File: src/rtl/fetch_sequencer.sv
// Multi-cycle Y86-64 fetch: walks a byte-wide synchronous-read memory, decodes length from byte 0.
// Define IMEM_BOUND_CHECK_EN to stop at MEM_DEPTH-1 and report imem_error_o instead of wrapping.
module fetch_sequencer #(
   parameter int unsigned       ADDR_W    = 64,
   parameter int unsigned       MEM_DEPTH = 1024,
   parameter logic [ADDR_W-1:0] RESET_PC  = '0
) (
   input  logic              clk_i,
   input  logic              rst_n_i,
   output logic              mem_req_o,
   output logic [ADDR_W-1:0] mem_addr_o,
   input  logic              mem_gnt_i,
   input  logic [7:0]        mem_rdata_i,
   output logic              instr_valid_o,
   input  logic              instr_ready_i,
   output logic [ADDR_W-1:0] pc_o,
   output logic [3:0]        icode_o,
   output logic [3:0]        ifun_o,
   output logic [3:0]        rA_o,
   output logic [3:0]        rB_o,
   output logic [63:0]       valC_o,
   output logic [ADDR_W-1:0] valP_o,
   output logic              illegal_o,
   output logic              imem_error_o,
   input  logic              redirect_valid_i,
   input  logic [ADDR_W-1:0] redirect_pc_i,
   output logic              halted_o,
   output logic [1:0]        dbg_state_o
);

   typedef enum logic [1:0] {S_IDLE, S_FETCH, S_PRESENT, S_HALT} state_t;

`ifdef IMEM_BOUND_CHECK_EN
   localparam bit LP_CHK_EN = 1'b1;
`else
   localparam bit LP_CHK_EN = 1'b0;
`endif
   localparam logic [ADDR_W-1:0] LP_MAX_ADDR = ADDR_W'(MEM_DEPTH - 1);

   function automatic logic f_need_regids(input logic [3:0] ic);
      return ic inside {4'h2, 4'h3, 4'h4, 4'h5, 4'h6, 4'hA, 4'hB};
   endfunction

   function automatic logic f_need_valc(input logic [3:0] ic);
      return ic inside {4'h3, 4'h4, 4'h5, 4'h7, 4'h8};
   endfunction

   // Illegal opcodes are one byte long so they present straight after byte 0.
   function automatic logic [3:0] f_len(input logic [3:0] ic);
      if (ic > 4'hB) return 4'd1;
      return 4'd1 + {3'b000, f_need_regids(ic)} + (f_need_valc(ic) ? 4'd8 : 4'd0);
   endfunction

   state_t              r_state, w_state_nxt;
   logic [ADDR_W-1:0]   r_pc, w_pc_nxt;
   logic                r_req, w_req_nxt;
   logic [ADDR_W-1:0]   r_addr, w_addr_nxt;
   logic [3:0]          r_req_idx, w_req_idx_nxt;
   logic                r_rsp_vld, w_rsp_vld_nxt;
   logic [3:0]          r_rsp_idx, w_rsp_idx_nxt;
   logic                r_oob, w_oob_nxt;
   logic [3:0]          r_icode, w_icode_nxt;
   logic [3:0]          r_ifun, w_ifun_nxt;
   logic [3:0]          r_ra, w_ra_nxt;
   logic [3:0]          r_rb, w_rb_nxt;
   logic [63:0]         r_valc, w_valc_nxt;
   logic [ADDR_W-1:0]   r_valp, w_valp_nxt;
   logic                r_illegal, w_illegal_nxt;
   logic                r_imem_err, w_imem_err_nxt;
   logic                r_valid, w_valid_nxt;
   logic                r_halted, w_halted_nxt;

   logic                w_fire;
   logic [3:0]          w_icode_eff;
   logic [3:0]          w_len;
   logic                w_regids;
   logic [2:0]          w_valc_j;
   logic [ADDR_W-1:0]   w_next_addr;
   logic                w_next_oob;
   logic                w_start;
   logic [ADDR_W-1:0]   w_start_pc;

   // Length is known combinationally in the cycle byte 0 returns.
   assign w_fire      = r_req & mem_gnt_i;
   assign w_icode_eff = (r_rsp_vld && r_rsp_idx == 4'd0) ? mem_rdata_i[7:4] : r_icode;
   assign w_len       = f_len(w_icode_eff);
   assign w_regids    = f_need_regids(w_icode_eff);
   assign w_valc_j    = 3'(r_rsp_idx - 4'd1 - {3'b000, w_regids});
   assign w_next_addr = r_addr + ADDR_W'(1);
   assign w_next_oob  = LP_CHK_EN && (w_next_addr > LP_MAX_ADDR);

   always_comb begin
      w_state_nxt    = r_state;
      w_pc_nxt       = r_pc;
      w_req_nxt      = r_req;
      w_addr_nxt     = r_addr;
      w_req_idx_nxt  = r_req_idx;
      w_rsp_vld_nxt  = w_fire;
      w_rsp_idx_nxt  = r_req_idx;
      w_oob_nxt      = r_oob;
      w_icode_nxt    = r_icode;
      w_ifun_nxt     = r_ifun;
      w_ra_nxt       = r_ra;
      w_rb_nxt       = r_rb;
      w_valc_nxt     = r_valc;
      w_valp_nxt     = r_valp;
      w_illegal_nxt  = r_illegal;
      w_imem_err_nxt = r_imem_err;
      w_valid_nxt    = r_valid;
      w_halted_nxt   = r_halted;
      w_start        = 1'b0;
      w_start_pc     = r_pc;

      case (r_state)
         S_IDLE: begin
            w_start = 1'b1;
         end
         S_FETCH: begin
            // Byte 1 is requested speculatively before byte 0's data reveals the length.
            if (w_fire) begin
               if (r_req_idx == 4'd0 || (r_req_idx + 4'd1) < w_len) begin
                  if (w_next_oob) begin
                     w_req_nxt = 1'b0;
                     w_oob_nxt = 1'b1;
                  end else begin
                     w_addr_nxt    = w_next_addr;
                     w_req_idx_nxt = r_req_idx + 4'd1;
                  end
               end else begin
                  w_req_nxt = 1'b0;
               end
            end
            if (r_rsp_vld) begin
               if (r_rsp_idx == 4'd0) begin
                  w_icode_nxt   = mem_rdata_i[7:4];
                  w_ifun_nxt    = mem_rdata_i[3:0];
                  w_valp_nxt    = r_pc + ADDR_W'(w_len);
                  w_illegal_nxt = mem_rdata_i[7:4] > 4'hB;
               end else if (w_regids && r_rsp_idx == 4'd1) begin
                  w_ra_nxt = mem_rdata_i[7:4];
                  w_rb_nxt = mem_rdata_i[3:0];
               end else begin
                  w_valc_nxt[{w_valc_j, 3'b000} +: 8] = mem_rdata_i;
               end
               if (r_rsp_idx == (w_len - 4'd1)) begin
                  w_state_nxt = S_PRESENT;
                  w_valid_nxt = 1'b1;
                  w_req_nxt   = 1'b0;
               end else if (r_oob) begin
                  w_state_nxt    = S_PRESENT;
                  w_valid_nxt    = 1'b1;
                  w_req_nxt      = 1'b0;
                  w_imem_err_nxt = 1'b1;
               end
            end
         end
         S_PRESENT: begin
            if (instr_ready_i) begin
               if (r_icode == 4'h0 || r_illegal || r_imem_err) begin
                  w_state_nxt  = S_HALT;
                  w_valid_nxt  = 1'b0;
                  w_halted_nxt = 1'b1;
               end else begin
                  w_start    = 1'b1;
                  w_start_pc = redirect_valid_i ? redirect_pc_i : r_valp;
               end
            end
         end
         S_HALT: begin
            w_req_nxt = 1'b0;
         end
         default: begin
            w_state_nxt = S_IDLE;
         end
      endcase

      if (w_start) begin
         w_pc_nxt       = w_start_pc;
         w_addr_nxt     = w_start_pc;
         w_req_idx_nxt  = 4'd0;
         w_rsp_vld_nxt  = 1'b0;
         w_oob_nxt      = 1'b0;
         w_icode_nxt    = 4'h0;
         w_ifun_nxt     = 4'h0;
         w_ra_nxt       = 4'hF;
         w_rb_nxt       = 4'hF;
         w_valc_nxt     = '0;
         w_valp_nxt     = '0;
         w_illegal_nxt  = 1'b0;
         w_imem_err_nxt = 1'b0;
         if (LP_CHK_EN && (w_start_pc > LP_MAX_ADDR)) begin
            w_state_nxt    = S_PRESENT;
            w_valid_nxt    = 1'b1;
            w_imem_err_nxt = 1'b1;
            w_req_nxt      = 1'b0;
         end else begin
            w_state_nxt = S_FETCH;
            w_valid_nxt = 1'b0;
            w_req_nxt   = 1'b1;
         end
      end
   end

   always_ff @(posedge clk_i or negedge rst_n_i) begin
      if (!rst_n_i) begin
         r_state    <= S_IDLE;
         r_pc       <= RESET_PC;
         r_req      <= 1'b0;
         r_addr     <= '0;
         r_req_idx  <= 4'd0;
         r_rsp_vld  <= 1'b0;
         r_rsp_idx  <= 4'd0;
         r_oob      <= 1'b0;
         r_icode    <= 4'h0;
         r_ifun     <= 4'h0;
         r_ra       <= 4'hF;
         r_rb       <= 4'hF;
         r_valc     <= '0;
         r_valp     <= '0;
         r_illegal  <= 1'b0;
         r_imem_err <= 1'b0;
         r_valid    <= 1'b0;
         r_halted   <= 1'b0;
      end else begin
         r_state    <= w_state_nxt;
         r_pc       <= w_pc_nxt;
         r_req      <= w_req_nxt;
         r_addr     <= w_addr_nxt;
         r_req_idx  <= w_req_idx_nxt;
         r_rsp_vld  <= w_rsp_vld_nxt;
         r_rsp_idx  <= w_rsp_idx_nxt;
         r_oob      <= w_oob_nxt;
         r_icode    <= w_icode_nxt;
         r_ifun     <= w_ifun_nxt;
         r_ra       <= w_ra_nxt;
         r_rb       <= w_rb_nxt;
         r_valc     <= w_valc_nxt;
         r_valp     <= w_valp_nxt;
         r_illegal  <= w_illegal_nxt;
         r_imem_err <= w_imem_err_nxt;
         r_valid    <= w_valid_nxt;
         r_halted   <= w_halted_nxt;
      end
   end

   assign mem_req_o     = r_req;
   assign mem_addr_o    = r_addr;
   assign instr_valid_o = r_valid;
   assign pc_o          = r_pc;
   assign icode_o       = r_icode;
   assign ifun_o        = r_ifun;
   assign rA_o          = r_ra;
   assign rB_o          = r_rb;
   assign valC_o        = r_valc;
   assign valP_o        = r_valp;
   assign illegal_o     = r_illegal;
   assign halted_o      = r_halted;
   assign dbg_state_o   = r_state;
`ifdef IMEM_BOUND_CHECK_EN
   assign imem_error_o  = r_imem_err;
`else
   assign imem_error_o  = 1'b0;
`endif

endmodule
File: config.mk
export PLATFORM = sky130hd
export DESIGN_NAME = fetch_sequencer
export DESIGN_NICKNAME = d
export VERILOG_FILES = /design/src/rtl/fetch_sequencer.sv
export SDC_FILE = /design/constraint.sdc
export NUM_CORES = 1
export LEC_CHECK = 0
export CORE_AREA = 2 2 158 221
export DETAILED_ROUTE_END_ITERATION = 10
export DIE_AREA = 0 0 160 223
export PLACE_DENSITY_LB_ADDON = 0.3
export RECOVER_POWER = 100
export SLEW_MARGIN = 20
export SYNTH_ARGS = -nofsm -noshare
export SYNTH_HDL_FRONTEND = slang
export SYNTH_SLANG_ARGS = --single-unit
File: constraint.sdc
create_clock -name clk_i -period 3.8 [get_ports clk_i]
set_input_delay 0.76 -clock clk_i [delete_from_list [all_inputs] [get_ports clk_i]]
set_output_delay 0.76 -clock clk_i [all_outputs]
set_load 0.05 [all_outputs]
-- After elaboration in Yosys (flattened, before gate mapping)
Cells that the tools add are included.
- reduce and logical (&&, ||, !) cells: 26
- mux-type cells: 72
- magnitude comparators: 3
- eq/ne operators: 21
- shifts and indexed selects: 2
- bitwise logic cells: 1
- $add $sub $neg: 9
- operators by type and width (operator ; count):
    $mux W64 ; 17
    $mux W4 ; 26
    $add A64 B1 Y64 const B ; 1
    $add A64 B4 Y64 ; 1
    $bwmux W64 ; 1
    $shift A8 B8 Y64 const A ; 1
    $shiftx A8 B8 Y64 ; 1
    $mux W1 ; 19
    $eq A4 B3 Y1 const B ; 4
    $eq A4 B4 Y1 const B ; 3
    $logic_not A4 Y1 ; 3
    $ne A3 B3 Y1 const B ; 4
    $reduce_and A4 Y1 ; 3
    $reduce_bool A2 Y1 ; 6
    $mux W2 ; 5
    $reduce_and A3 Y1 ; 3
    $eq A4 B2 Y1 const B ; 2
    $gt A4 B4 Y1 const B ; 2
    $neg A6 Y8 ; 1
    $reduce_bool A7 Y1 ; 1
    $ne A2 B2 Y1 const B ; 3
    $pmux W1 S2 ; 3
    $reduce_bool A3 Y1 ; 2
    $reduce_and A5 Y1 ; 1
    17 further kinds ; 21
- bits in registers: 288
- logic and storage cells: 151

-- Longest topological paths before layout
Gate-level depths: netlist (run 1).
- depth after elaboration: 16
- gate-level depth with buffers: 16
- mapped depth without buffers: 14

-- Worst setup path after synthesis (run 1)
Ideal clock, no wire load.
- path type: input to register
- start point: input mem_rdata_i[6]
- end point: register r_addr[14], in the netlist mem_addr_o[14]
- setup time: 131 ps
- data arrival time: 3477 ps
- setup slack: 192 ps
- stages: 13
- buffers on the path: 1
- cells stage by stage: clkbuf_1 > nor3b_1 > a21oi_1 > o211ai_1 > a21boi_0 > inv_1 > ha_1 > or2_2 > o221a_2 > or4_4 > a2111oi_4 > xnor2_1 > o21ai_1
- cells in the longest elaborated chain, start to end: 10
- elaborated cells between the ends (all ways): 22
- those cells by class: 2 x add/sub; 2 x order compare; 9 x eq/ne; 4 x mux; 5 x reduce/logical
- RTL lines (what ; RTL line ; source):
    start, declared ; 13 ; input logic [7:0] mem_rdata_i,
    $mux W4 (*) ; 85 ; assign w_icode_eff = (r_rsp_vld && r_rsp_idx == 4'd0) ? mem_rdata_i[7:4] : r_icode;
    $eq A4 B2 Y1, or another cell as far along ; 41 ; return ic inside {4'h2, 4'h3, 4'h4, 4'h5, 4'h6, 4'hA, 4'hB};
    $reduce_bool A7 Y1 / $reduce_bool A5 Y1 (equally long branches) ; 41, 45 ;
    $add A1 B1 Y2 / $mux W4 (equally long branches) ; 51 ; return 4'd1 + {3'b000, f_need_regids(ic)} + (f_need_valc(ic) ? 4'd8 : 4'd0);
    $add A2 B4 Y4 ; 51 ;
    $mux W4 (*) ; 51 ;
    $lt A4 B4 Y1 (*) ; 121 ; if (r_req_idx == 4'd0 || (r_req_idx + 4'd1) < w_len) begin
    $logic_or A1 B1 Y1 (*) ; 121 ;
    $reduce_bool A2 Y1 (no line) (*) ; n/a ;
    $reduce_and A3 Y1 (no line) (*) ; n/a ;
    end signal, assigned ; 228 ; r_addr <= w_addr_nxt;
    end, declared ; 57 ; logic [ADDR_W-1:0] r_addr, w_addr_nxt;
Mark *: on every way between the ends. The rest lies on a longest branch, timed or not.
A chain may end at the register's enable or synchronous reset.

-- Worst setup path after layout (run 1)
- start point: input mem_rdata_i[6]
- end point: register r_valp[52], in the netlist valP_o[52]
- cells in the longest elaborated chain, start to end: 11
- elaborated cells between the ends (all ways): 23
- those cells by class: 3 x add/sub; 1 x order compare; 9 x eq/ne; 8 x mux; 2 x reduce/logical
- RTL lines (what ; RTL line ; source):
    $mux W4 (*) ; 85 ;
    $eq A4 B2 Y1, or another cell as far along ; 41 ;
    $reduce_bool A7 Y1 / $reduce_bool A5 Y1 (equally long branches) ; 41, 45 ;
    $add A1 B1 Y2 / $mux W4 (equally long branches) ; 51 ;
    $add A2 B4 Y4 ; 51 ;
    $mux W4 (*) ; 51 ;
    $add A64 B4 Y64 (*) ; 137 ; w_valp_nxt = r_pc + ADDR_W'(w_len);
    $mux W64 (*) ; 134 ; if (r_rsp_idx == 4'd0) begin
    $mux W64 (*) ; 133 ; if (r_rsp_vld) begin
    $mux W64 (*) ; 114 ; case (r_state)
    $mux W64 (*) ; 177 ; if (w_start) begin
    end signal, assigned ; 238 ; r_valp <= w_valp_nxt;
    end, declared ; 67 ; logic [ADDR_W-1:0] r_valp, w_valp_nxt;
Mark *: on every way between the ends. The rest lies on a longest branch, timed or not. The select of a mux whose other input is x is not followed.

==> Implementation_results.wiki, run 1 <==
{| class="wikitable"
! Metric !! Value
|-
| Post-layout worst setup margin || 0.176 ns
|-
| Maximum vdd drop || 0.536 mV
|-
| Slew of the pin with the lowest slew margin || 2.46 ns
|-
| Met1 usage || 0.326
|-
| Number of cells on the worst hold path || 1
|-
| Drc violations || 0
|-
| Die Area || 35700 µm²
|-
| Kind of path behind the tightest hold check || flop to flop
|-
| Required arrival time at the worst endpoint || 4.22 ns
|-
| Proportion of register bits with asynchronous set or reset after synthesis || 1.00
|-
| Number of pins with negative max-slew slack in the final report || 96
|-
| Number of top-level pins || 356
|-
| Part of the cycle the worst path needs || 0.954
|-
| Peak clock frequency supported by timing || 276 MHz
|-
| Sequential-to-total area share from yosys stat || 0.481
|-
| Largest delay share family, worst path || buffers and inverters
|-
| Result of the run || finished with violations
|-
| Combined global-route utilization of all metal layers || 0.301
|-
| Worst path bufs/invs || 6
|-
| Area growth from synthesis to final layout || 36.4%
|-
| Final setup violation count || 0
|-
| Largest net degree at the start of global routing || 96
|-
| Floorplan die width || 160 µm
|-
| Worst Setup Slack post-DPL || -0.529 ns
|-
| Floorplan Core Area || 33800 µm²
|-
| CTS Sinks || 287
|-
| Predominant post-synthesis flop cell || sky130_fd_sc_hd__dfrtp_1
|-
| Starting Density || 0.442
|-
| Number of global-route vias before repair || 14250
|-
| List of cells traversed by the critical path || clkdlybuf4s50_1 -> nand2b_1 -> a21boi_1 -> mux2i_4 -> inv_1 -> ha_1 -> inv_1 -> fa_1 -> o21bai_1 -> buf_4 -> and3_1 -> clkbuf_1 -> clkbuf_1 -> nand4_1 -> xor2_1 -> o21ai_0
|-
| Nature of the critical path endpoint || flop
|-
| Final total power || 14.3 mW
|-
| Area used by multi-input combinational logic || 7230 µm²
|-
| Post-synthesis instance total || 1516
|-
| Library cell contributing the largest single delay on the critical path || sky130_fd_sc_hd__clkdlybuf4s50_1
|-
| Setup total negative slack || 0 ns
|-
| Placed wire-length estimate || 41100 µm
|-
| Number of hold violations in the final report || 0
|-
| Slew margin rel. || -0.641
|-
| Smallest hold slack || 0.475 ns
|-
| Cells on worst reg2reg path || 16
|-
| First-pass GRT wire length || 84100 µm
|-
| Max incr delay on CP || 0.55 ns
|-
| Global routing usage on met2 || 0.536
|-
| Worst skew pair latency || 0.57 ns
|-
| Pre-Repair DR Iteration Count || 7
|-
| Count of placed standard cells including taps || 2336
|-
| Power density cells || 703 nW/µm²
|-
| Detailed-route via count || 13884
|-
| Global-route met3 utilization || 0.0612
|-
| Clock tree from TritonCTS || yes
|-
| Deepest clock path buffer count || 3
|-
| Setup slack of the worst register-to-register path || 0.19 ns
|-
| Detailed Route WL || 54000 µm
|-
| Endpoint of the worst hold-timing path || halted_o
|-
| FF-to-FF Start || r_rsp_idx[2]
|-
| Die Y-Extent || 223 µm
|-
| Setup repair after global routing missed its margin || false
|-
| Number of synthesized flops with an enable pin || 0
|-
| Number of H-tree branching levels || 1
|-
| Final critical-path required period || 3.62 ns
|-
| Number of maximum-capacitance constraint violations || 1
|-
| Most utilized layer in the global route result || met2
|-
| Final Skew || 0.0248 ns
|-
| Leakage power of the design || 9.10 nW
|-
| Violated checks || max-capacitance violations, max-slew violations
|-
| Hold path startpoint || halted_o
|-
| Area of all sequential standard cells || 7190 µm²
|-
| Post-DRT Antenna Nets || 0
|-
| Worst endpoint data arrival time || 4.04 ns
|-
| Count of inserted antenna diode cells || 0
|-
| Clock slew at reported path FFs || 0.07 ns
|-
| CP startpoint kind || primary input
|-
| Filler-free cell count of the finished design || 2385
|-
| # hold bufs at CTS || 0
|-
| Number of nets at the end of the flow || 2005
|-
| Leftover overflow at the end of global routing || 0
|-
| Critical path start-end classification || primary input to flop
|-
| Most frequent cells in the layout || sky130_fd_sc_hd__dfrtp_1 (279), sky130_fd_sc_hd__dlygate4sd3_1 (279), sky130_fd_sc_hd__nand2_1 (188), sky130_fd_sc_hd__nor2_1 (109), sky130_fd_sc_hd__o21ai_0 (95)
|-
| Layout cells sized above 1 || 0.105
|-
| CTS Buf Count || 28
|-
| Average via count per standard cell || 5.82
|-
| Library cells used by synthesis || 80
|-
| I/O Buffers || 354
|-
| Endpoint of the worst register-to-register path || valP_o[52]
|-
| Netlist Area Pre-Place || 15000 µm²
|-
| Yosys warning total || 0
|-
| Per-instance average area after synthesis || 9.87 µm²
|-
| Count of state elements after synthesis || 287
|-
| Detailed router's first-iteration violation count || 881
|-
| Weighted congestion reported at the end of routability-driven placement || 0.942
|-
| Number of setup buffers added after CTS || 0
|-
| Number of antenna violations at the first check in global routing || 0
|-
| Highest fanout seen on the critical path || 5
|-
| Count of fill cells added during filler insertion || 2948
|-
| Core Rows || 80
|-
| Buffer cell driving the clock tree root || sky130_fd_sc_hd__clkbuf_16
|-
| Syn_nets || 1606
|-
| Average routed wire per standard cell || 22.6 µm
|}
[worst reg2reg max path, stage by stage (launching register included)]
cell and delay (ns):
sky130_fd_sc_hd__dfrtp_1 0.46, sky130_fd_sc_hd__nor4_4 0.33, sky130_fd_sc_hd__and2_4 0.22, sky130_fd_sc_hd__buf_4 0.20
sky130_fd_sc_hd__o211ai_1 0.13, sky130_fd_sc_hd__a21boi_2 0.18, sky130_fd_sc_hd__clkbuf_1 0.13, sky130_fd_sc_hd__ha_1 0.32
sky130_fd_sc_hd__nand2_1 0.06, sky130_fd_sc_hd__o21bai_1 0.14, sky130_fd_sc_hd__buf_4 0.17, sky130_fd_sc_hd__and3_1 0.15
sky130_fd_sc_hd__clkbuf_1 0.33, sky130_fd_sc_hd__clkbuf_1 0.21, sky130_fd_sc_hd__nand4_1 0.14, sky130_fd_sc_hd__xor2_1 0.18
sky130_fd_sc_hd__o21ai_0 0.09
[repair_timing]
item | in CTS | in global routing
pin swaps | 0 | 0
resized for setup | 1 | 12
endpoints found under the setup margin | 1 | 99
[sequential cells by signal, summed over array words and instances, names as in the netlist]
signal         cells
mem_addr_o        64
rA_o               4
r_rsp_vld          1
instr_valid_o      1
dbg_state_o        2
icode_o            4
valP_o            64
mem_req_o          1
halted_o           1
illegal_o          1
pc_o              64
r_rsp_idx          4
valC_o            64
rB_o               4
ifun_o             4
r_req_idx          4
[cells by family after synthesis]
kind of cell,synth area share
AND/OR/NAND/NOR,0.185
AO/OA/AOI/OAI,0.174
flip-flops,0.481
buffers and inverters,0.0337
XOR/XNOR,0.0580
multiplexers,0.0566
adder cells (fa/ha/maj),0.0114
other,0.000251
[layout make-up]
type | count | area share
sequential | 287 | 0.353
clock buffer | 35 | 0.0391
timing repair buffer | 457 | 0.211
tap | 451 | 0.0277
clock inverter | 14 | 0.00871
multi-input combinational | 1106 | 0.355
inverter | 35 | 0.00644
[synth_stat cells (8+ instances only)]
cell type                   instances  area, µm²
sky130_fd_sc_hd__a2111oi_0          8       70.1
sky130_fd_sc_hd__o22a_1             8       70.1
sky130_fd_sc_hd__a211oi_1           9       67.6
sky130_fd_sc_hd__nor3_2             9       90.1
sky130_fd_sc_hd__o21ai_0           81        405
sky130_fd_sc_hd__or4_1             17        128
sky130_fd_sc_hd__nor2_1           109        409
sky130_fd_sc_hd__xnor2_1           61        534
sky130_fd_sc_hd__mux2i_1           71        711
sky130_fd_sc_hd__inv_1             35        131
sky130_fd_sc_hd__or3_1             11       68.8
sky130_fd_sc_hd__dfrtp_1          279       6980
sky130_fd_sc_hd__clkbuf_1          68        255
sky130_fd_sc_hd__o2bb2ai_1         56        490
sky130_fd_sc_hd__mux2_2            12        135
sky130_fd_sc_hd__nor4_1            14       87.6
sky130_fd_sc_hd__o21ai_1           25        125
sky130_fd_sc_hd__nor3_1            21        105
sky130_fd_sc_hd__o31ai_1           12       90.1
sky130_fd_sc_hd__xor2_1            38        333
sky130_fd_sc_hd__nand2_1          188        706
sky130_fd_sc_hd__nand3_1           67        335
sky130_fd_sc_hd__o211ai_1          11       82.6
sky130_fd_sc_hd__and3_1            15       93.8
sky130_fd_sc_hd__nand4_1           42        263
sky130_fd_sc_hd__a2111oi_2          8        120
sky130_fd_sc_hd__a31oi_1           13       81.3
sky130_fd_sc_hd__a32o_1            10        100
sky130_fd_sc_hd__ha_1              12        150
sky130_fd_sc_hd__dfstp_2            8        210
sky130_fd_sc_hd__a21oi_1           76        380
sky130_fd_sc_hd__and4_1             9       78.8
sky130_fd_sc_hd__and2_1             9       56.3
[metrics by stage]
| stage | area (µm²) | util |
|---|---|---|
| 2_1_floorplan | 15000 | - |
| 3_3_place_gp | 19600 | 0.580 |
| 3_5_place_dp | 19600 | 0.580 |
| 4_1_cts | 20600 | 0.609 |
| 5_1_grt | 20400 | 0.603 |
| 6_report | 20400 | 0.603 |
[metal layers]
layer  vias up  share of wire
met1      6800           0.35
met3       158          0.072
met2       625           0.51
li1       6301              -
met4         0          0.072
met5         -              0
[how the worst max path moves through the flow]
stage / endpoint / cells after the start / startpoint
floorplan: mem_addr_o[14] / 13 / mem_rdata_i[6]
global placement: mem_addr_o[56] / 15 / mem_rdata_i[7]
detailed placement: mem_addr_o[56] / 15 / mem_rdata_i[4]
CTS: mem_addr_o[60] / 14 / r_rsp_idx[2]
global route: mem_addr_o[58] / 14 / r_rsp_idx[2]
finish: valP_o[52] / 16 / mem_rdata_i[6]
[power breakdown]
part	total [mW]	internal, mW	switching (mW)
combinational	6.78	2.32	4.47
clock	3.01	1.75	1.26
sequential	4.55	3.75	0.803
(Power assumes the default switching activity.)
==> run 2: changes to the inputs <==
--- a/config.mk
+++ b/config.mk
@@ -6,10 +6,12 @@
 export NUM_CORES = 1
 export LEC_CHECK = 0
 export CORE_AREA = 2 2 158 221
+export CTS_CLUSTER_SIZE = 40
 export DETAILED_ROUTE_END_ITERATION = 10
 export DIE_AREA = 0 0 160 223
 export PLACE_DENSITY_LB_ADDON = 0.3
 export RECOVER_POWER = 100
+export SKIP_CTS_REPAIR_TIMING = 1
 export SLEW_MARGIN = 20
 export SYNTH_ARGS = -nofsm -noshare
 export SYNTH_HDL_FRONTEND = slang
==> results of run 2 <==
Final layout, timing and power as in run 1 (identical DEF).
Main changes from that run: wire length of the first global-routing pass 84100 µm -> 84200 µm; via count of the first global-routing pass 14250 -> 14254
